$ cat src/rtl/lcm_fsm.sv
// rtl/lcm_fsm.sv - sequential LCM engine: subtractive GCD, restoring divide, shift-add multiply
// Optional feature macro: LCM_GCD_OUT_EN adds the gcd_out port.
module lcm_fsm #(
   parameter int WIDTH = 32
) (
   input  logic               clk,
   input  logic               rst,
   input  logic [WIDTH-1:0]   A,
   input  logic [WIDTH-1:0]   B,
   input  logic               start,
   output logic               busy,
   output logic               done,
   output logic [2*WIDTH-1:0] op,
   output logic               err
`ifdef LCM_GCD_OUT_EN
   ,
   output logic [WIDTH-1:0]   gcd_out
`endif
);

   localparam int CW = $clog2(WIDTH) + 1;
   localparam logic [CW-1:0] CNT_LAST = CW'(WIDTH - 1);
   localparam logic [CW-1:0] CNT_ONE  = CW'(1);

   typedef enum logic [2:0] {
      IDLE = 3'd0,
      GCD  = 3'd1,
      DIV  = 3'd2,
      MUL  = 3'd3,
      FIN  = 3'd4
   } state_t;

   state_t r_state;
   state_t w_next;

   // r_a/r_b are the GCD working pair; once equal, r_a holds g and is the divisor.
   logic [WIDTH-1:0]   r_a;
   logic [WIDTH-1:0]   r_b;
   logic [WIDTH-1:0]   r_acap;
   logic [WIDTH-1:0]   r_bcap;
   // r_q: dividend shifting out / quotient shifting in, then multiplier shifting right.
   logic [WIDTH-1:0]   r_q;
   logic [WIDTH-1:0]   r_rem;
   logic [2*WIDTH-1:0] r_acc;
   logic [2*WIDTH-1:0] r_mcand;
   logic [CW-1:0]      r_cnt;
   logic [2*WIDTH-1:0] r_op;
   logic               r_err;
`ifdef LCM_GCD_OUT_EN
   logic [WIDTH-1:0]   r_gcd;
`endif

   logic               w_zero_in;
   logic               w_cnt_last;
   logic [WIDTH:0]     w_rem_sh;
   logic [WIDTH:0]     w_diff;
   logic               w_fits;
   logic [2*WIDTH-1:0] w_acc_next;

   assign w_zero_in  = (A == '0) || (B == '0);
   assign w_cnt_last = (r_cnt == CNT_LAST);

   // Restoring divide step: a borrow out of the top bit means the divisor did not fit.
   assign w_rem_sh = {r_rem, r_q[WIDTH-1]};
   assign w_diff   = w_rem_sh - {1'b0, r_a};
   assign w_fits   = ~w_diff[WIDTH];

   // Shift-add multiply step; the 2*WIDTH accumulator cannot overflow.
   assign w_acc_next = r_q[0] ? (r_acc + r_mcand) : r_acc;

   // State register; reset wins over any start in the same cycle.
   always_ff @(posedge clk) begin
      if (rst) begin
         r_state <= IDLE;
      end else begin
         r_state <= w_next;
      end
   end

   // Next-state decode and status outputs.
   always_comb begin
      w_next = r_state;
      busy   = 1'b0;
      done   = 1'b0;
      case (r_state)
         IDLE: begin
            if (start) begin
               w_next = w_zero_in ? FIN : GCD;
            end
         end
         GCD: begin
            busy = 1'b1;
            if (r_a == r_b) begin
               w_next = DIV;
            end
         end
         DIV: begin
            busy = 1'b1;
            if (w_cnt_last) begin
               w_next = MUL;
            end
         end
         MUL: begin
            busy = 1'b1;
            if (w_cnt_last) begin
               w_next = FIN;
            end
         end
         FIN: begin
            done   = 1'b1;
            w_next = IDLE;
         end
         default: begin
            w_next = IDLE;
         end
      endcase
   end

   // Datapath: operand capture, GCD, divide, multiply and result registers.
   always_ff @(posedge clk) begin
      if (rst) begin
         r_a     <= '0;
         r_b     <= '0;
         r_acap  <= '0;
         r_bcap  <= '0;
         r_q     <= '0;
         r_rem   <= '0;
         r_acc   <= '0;
         r_mcand <= '0;
         r_cnt   <= '0;
         r_op    <= '0;
         r_err   <= 1'b0;
`ifdef LCM_GCD_OUT_EN
         r_gcd   <= '0;
`endif
      end else begin
         case (r_state)
            IDLE: begin
               if (start) begin
                  r_cnt <= '0;
                  if (w_zero_in) begin
                     r_op  <= '0;
                     r_err <= 1'b1;
`ifdef LCM_GCD_OUT_EN
                     r_gcd <= '0;
`endif
                  end else begin
                     r_a    <= A;
                     r_b    <= B;
                     r_acap <= A;
                     r_bcap <= B;
                  end
               end
            end
            GCD: begin
               if (r_a > r_b) begin
                  r_a <= r_a - r_b;
               end else if (r_b > r_a) begin
                  r_b <= r_b - r_a;
               end else begin
                  r_q   <= r_acap;
                  r_rem <= '0;
                  r_cnt <= '0;
               end
            end
            DIV: begin
               r_rem <= w_fits ? w_diff[WIDTH-1:0] : w_rem_sh[WIDTH-1:0];
               r_q   <= {r_q[WIDTH-2:0], w_fits};
               if (w_cnt_last) begin
                  r_cnt   <= '0;
                  r_acc   <= '0;
                  r_mcand <= {{WIDTH{1'b0}}, r_bcap};
               end else begin
                  r_cnt <= r_cnt + CNT_ONE;
               end
            end
            MUL: begin
               r_acc   <= w_acc_next;
               r_mcand <= {r_mcand[2*WIDTH-2:0], 1'b0};
               r_q     <= {1'b0, r_q[WIDTH-1:1]};
               if (w_cnt_last) begin
                  r_cnt <= '0;
                  r_op  <= w_acc_next;
                  r_err <= 1'b0;
`ifdef LCM_GCD_OUT_EN
                  r_gcd <= r_a;
`endif
               end else begin
                  r_cnt <= r_cnt + CNT_ONE;
               end
            end
            default: begin
            end
         endcase
      end
   end

   assign op  = r_op;
   assign err = r_err;
`ifdef LCM_GCD_OUT_EN
   assign gcd_out = r_gcd;
`endif

endmodule

$ cat config.mk
export PLATFORM = sky130hd
export DESIGN_NAME = lcm_fsm
export DESIGN_NICKNAME = d
export VERILOG_FILES = /design/src/rtl/lcm_fsm.sv
export SDC_FILE = /design/constraint.sdc
export NUM_CORES = 1
export LEC_CHECK = 0
export CELL_PAD_IN_SITES_DETAIL_PLACEMENT = 0
export CELL_PAD_IN_SITES_GLOBAL_PLACEMENT = 1
export CORE_MARGIN = 10
export CORE_UTILIZATION = 46
export CTS_CLUSTER_DIAMETER = 200
export DETAILED_ROUTE_END_ITERATION = 7
export PLACE_DENSITY = 0.78
export RECOVER_POWER = 25
export SYNTH_ARGS = -nofsm -noshare
export SYNTH_HDL_FRONTEND = slang
export SYNTH_SLANG_ARGS = --single-unit
$ cat constraint.sdc
create_clock -name clk -period 4.5 [get_ports clk]
set_clock_uncertainty 0.1 [all_clocks]
set_input_delay 0.9 -clock clk [delete_from_list [all_inputs] [get_ports clk]]
set_output_delay 0.9 -clock clk [all_outputs]
set_load 0.03 [all_outputs]
; ---- Word level (Yosys, flattened, before mapping)
; Index checks and enable logic that the tools add are counted.
[op_classes]
addsub = 5
n_lt_le_gt_ge = 2
eq_ne = 16
muxes = 42
n_bitwise = 2
n_reduce_logical = 21
[op_table]
columns = cell, count
row1 = 32-bit 2-to-1 mux, 12
row2 = 64-bit 2-to-1 mux, 6
row3 = 64-bit case mux with 2 select lines, 3
row4 = 32-bit case mux with 2 select lines, 3
row5 = 32-bit case mux with 3 select lines, 1
row6 = 64-bit adder, 1
row7 = 32-bit greater-than comparator, 2
row8 = 32-bit logical NOT, 2
row9 = 32-bit subtractor, 2
row10 = 33-bit by 32-bit subtractor with 33-bit output, 1
row11 = 32-bit equality test, 1
row12 = 6-bit 2-to-1 mux, 4
row13 = 2-bit inequality test (second input constant), 10
row14 = 6-bit case mux with 3 select lines, 1
row15 = 4-bit AND reduction, 4
row16 = 3-bit 2-to-1 mux, 5
row17 = 3-bit case mux with 4 select lines, 1
row18 = 3-bit AND reduction, 3
row19 = 2-bit nonzero test, 4
row20 = 6-bit by 1-bit adder with 6-bit output (second input constant), 1
row21 = 3-bit by 2-bit equality test with 1-bit output (second input constant), 2
row22 = 6-bit by 5-bit equality test with 1-bit output (second input constant), 1
row23 = 3-bit nonzero test, 2
row24 = 1-bit 2-to-1 mux, 5
row25 = other kinds (10), 11
[word_totals]
regBits = 394
input_bits = 67
out_inout_bits = 67
wordCells = 100

; ---- Longest topological paths before layout
[logic_depth]
depth_word = 5
ltp_mapped = 15
depth_no_buf = 13

; ---- Worst setup path before layout
; OpenSTA, ideal clock, no wires.
[synth_path]
kind = register -> register
start = register r_q[31]
end = register r_rem[5]
setup_time_ns = 0.062
arrival_time_ns = 3.065
setup_slack_ns = 1.273
stages_incl_launch_ff = 15
cell_sequence = dfxtp_1 inv_1 ha_1 fa_1 nor2b_1 o21a_1 o21ai_1 a211oi_1 o31ai_2 o211a_1 o2bb2ai_1 xor2_1 buf_4 or4_1 nand3_1
[synth_via]
elab_chain_cells = 3
[synth_rtl]
columns = item, line_no
row1 = from (decl), 42  ; logic [WIDTH-1:0] r_q;
row2 = from (signal assigned), 161  ; r_q <= r_acap;
row3 = from (signal assigned), 168  ; r_q <= {r_q[WIDTH-2:0], w_fits};
row4 = from (signal assigned), 180  ; r_q <= {1'b0, r_q[WIDTH-1:1]};
row5 = 33-bit by 32-bit subtractor with 33-bit output, 65  ; assign w_diff = w_rem_sh - {1'b0, r_a};
row6 = 32-bit 2-to-1 mux, 167  ; r_rem <= w_fits ? w_diff[WIDTH-1:0] : w_rem_sh[WIDTH-1:0];
row7 = 32-bit case mux with 2 select lines, 137  ; case (r_state)
row8 = to (signal assigned), 167
row9 = to (decl), 43  ; logic [WIDTH-1:0] r_rem;
; Every way passes these cells.
; A chain may end at the register's enable or synchronous reset.

; ---- Worst setup path after layout
[layout_path]
start = register r_a[1]
end = register r_a[23]
[layout_via]
elab_chain_cells = 3
word_cells_on_any_way = 6
cone_classes = add/sub (1) / order compare (1) / eq/ne (1) / mux (2) / reduce/logical (1)
[layout_rtl]
columns = item, line_no
row1 = from (decl), 37  ; logic [WIDTH-1:0] r_a;
row2 = from (signal assigned), 157  ; r_a <= r_a - r_b;
row3 = 32-bit subtractor / 32-bit greater-than comparator (equally long branches), "157, 156"
row4 = 32-bit 2-to-1 mux / 2-bit inequality test (equally long branches), --
row5 = 32-bit case mux with 2 select lines / 4-bit AND reduction (equally long branches), --
; Parallel ways exist; a longest one is shown, timed or not. The select of a mux whose other input is x is not followed.

==> impl_metrics.tcl <==
set metrics [dict create \
    critPathMaxStageDelay_ns 0.66 \
    final_cell_count_no_fill 4017 \
    slew_headroom_pct -9.32 \
    grt_max_degree 88 \
    ys.flop_type "dfxtp_1" \
    cts_resized 0 \
    io_pins 134 \
    critPathRequiredTime_ns 4.81 \
    syn-cell-area_um2 25000 \
    path_max_fanout 4 \
    critPathKind "reg2reg" \
    min_path_type "reg2reg" \
    initial_utilization_pct 46.4 \
    hold_buffers 0 \
    period_needed_ns 4.31 \
    rows 85 \
    dp_hpwl_um 66700 \
    power_mw 12.0 \
    routabilityCongestion 0.998 \
    syn_nets 3460 \
    setup_viol 0 \
    max-cap-violations 2 \
    tns_ns 0 \
    area_growth_pct 14.9 \
    synth_edf_count 0 \
    wire_per_inst_um 22.1 \
    fmax_ghz 0.232 \
    avgViaCountPerCell 6.08 \
    yosysWarnings 0 \
    drt_iter0_drc 1954 \
    cts-buffers-inserted 48 \
    ys_types 84 \
    final.period_utilization_pct 95.7 \
    outcome "finished, violations left" \
    postCtsSetupBuffers 0 \
    fp.dieArea_um2 64000 \
    tritoncts "yes" \
    max-vdd-ir-drop_uv 337 \
    dr.pass1.iters 7 \
    nNetsFinal 3516 \
    drv_slew 140 \
    tightest_slew_ns 1.64 \
    crit_family "compound AO/OA/AOI/OAI gates" \
    clkTransAtPathRegs_ns 0.06 \
    p_leak_nw 11.6 \
    final_area_um2 28700 \
    cpMaxStageDelayCell "a21boi_0" \
    coreArea_um2 53800 \
    cts-root-buf "clkbuf_16" \
    synth_cells 3229 \
    clk_latency_ns 0.61 \
    cts_sinks 394 \
    p_per_area_nw_per_um2 417 \
    diodes 0 \
    die_h_um 253 \
    port_buffers 133 \
    rsz0062_at_grt "false" \
    drt-total-wl_um 88700 \
    drt.antenna.violating_nets 0 \
    drive_gt1_share_pct 6.11 \
    synthArstFlopShare_pct 0 \
    htreeDepth 2 \
    dp.cells 3931 \
    grt_pass1_vias 23600 \
    ys_ff_latch 394 \
    die_w_um 253 \
    grt_pass1_wl_um 137000 \
    vias 24400 \
    yosysSeqAreaShare_pct 31.6 \
    avgSynthCellArea_um2 7.74 \
    start_kind "flop" \
    grt_overflow 0 \
    clock_path_buffers 3 \
    drcViolationCount 0 \
    hold_viol_final 0 \
    grtUsageTotal_pct 27.0 \
    failed_checks "capacitance limit, slew limit" \
    placed_area_um2 27100 \
    worstPathArrival_ns 4.62 \
    path_cells "inv_1, ha_1, nor2b_1, o21a_1, o21ai_0, a211oi_1, nor3_1, o31ai_1, a21boi_0, xnor2_1, nand2_1, a311oi_1" \
    crit_buf_inv 1 \
    antenna_found_initial 0 \
    end_kind "flop" \
]
-- cell usage after synthesis, types with 10 or more instances --
master,n,area (µm²)
nand4_1,45,282
nand2b_1,19,119
nor4_1,19,119
inv_1,131,492
o211ai_1,12,90.1
nor3_1,50,250
o221ai_1,16,140
nor2b_1,11,68.8
buf_2,23,115
nand3_1,59,295
a221oi_1,11,96.3
a21boi_0,14,105
ha_1,160,2000
o21a_1,20,150
a31oi_1,33,206
mux2i_1,131,1310
xor2_1,41,359
clkbuf_1,168,631
a22o_1,13,114
and2_1,17,106
a22oi_1,48,360
a311oi_1,50,438
xnor2_1,86,753
nor2_1,427,1600
nand3b_1,10,75.1
o21ai_0,156,781
buf_1,12,45.0
dfxtp_1,394,7890
o21bai_1,36,270
o31ai_1,19,143
a211oi_1,87,653
a21oi_1,328,1640
or3_1,16,100
and3_1,22,138
o22ai_1,14,87.6
a21o_1,64,480
nand2_1,347,1300
-- final timing paths --
| kind | startpoint | to | slack, ns | cells after the start |
|---|---|---|---|---|
| min reg2reg | op[43]$_SDFFE_PP0P_ | op[43]$_SDFFE_PP0P_ | 0.35 | 2 |
| max reg2reg | r_a[1]$_SDFFE_PP0P_ | r_a[23]$_SDFFE_PP0P_ | 0.19 | 12 |
| min | op[43]$_SDFFE_PP0P_ | op[43]$_SDFFE_PP0P_ | 0.35 | 2 |
| max | r_a[1]$_SDFFE_PP0P_ | r_a[23]$_SDFFE_PP0P_ | 0.19 | 12 |
-- tightest hold or removal path, delay by kind of cell, from the launching register on --
kind	cells	cell delay, ns
flip-flops	1	0.32
AO/OA/AOI/OAI	1	0.06
AND/OR/NAND/NOR	1	0.04
-- per-layer routing --
| layer | global-route usage, % | wire length (µm) | vias up |
|---|---|---|---|
| li1 | - | - | 11800 |
| met1 | 33.4 | 38200 | 11800 |
| met2 | 45.4 | 41500 | 715 |
| met3 | 3.14 | 4270 | 189 |
| met4 | 14.0 | 4690 | 0 |
| met5 | 0 | 0 | - |
-- placed cells by master, fill, tap and decap left out, types with 64 or more instances in the layout --
master and instances:
clkdlybuf4s50_1 67, nor2_1 423, o21ai_0 156, inv_1 131
a21o_1 64, nand2_1 346, ha_1 160, buf_4 68
xnor2_1 86, dlygate4sd3_1 65, a21oi_1 326, mux2i_1 131
a211oi_1 87, dfxtp_1 392
-- final cells by class --
type	count	area (µm²)
Clock buffer	67	1370
Clock inverter	19	205
Fill cell	5241	25100
Inverter	132	495
Multi-Input combinational cell	2497	15900
Sequential cell	394	7890
Tap cell	696	871
Timing Repair Buffer	212	2010
-- where the power goes --
part / internal (mW) / switching, mW / total, mW
sequential: 3.68 / 0.174 / 3.85
clock: 2.26 / 1.62 / 3.87
combinational: 1.57 / 2.67 / 4.23
-- registers in the layout, indices dropped and copies added, names as in the netlist, 3 cells and up --
signal   count
op          64
r_acc       64
r_mcand     64
r_a         32
r_acap      32
r_b         32
r_bcap      32
r_q         32
r_rem       32
r_cnt        6
r_state      3
-- per-stage QoR --
step	utilization, %	hold WS, ns	setup WS [ns]
detailed placement	50.4	0.347	0.0549
CTS	53.4	0.355	0.316
finish	53.3	0.349	0.192
floorplan	-	0.337	1.27
global route	53.3	0.366	0.0649
global placement	50.4	0.341	0.0444
-- kinds of logic after synthesis --
group / count (synthesis) / synth area share [%]
multiplexers: 135 / 5.43
adder cells (fa/ha/maj): 164 / 8.34
flip-flops: 394 / 31.6
AO/OA/AOI/OAI: 1011 / 26.5
XOR/XNOR: 127 / 4.45
buffers and inverters: 338 / 5.23
AND/OR/NAND/NOR: 1060 / 18.4
No activity file was read; power rests on OpenSTA's default activity.
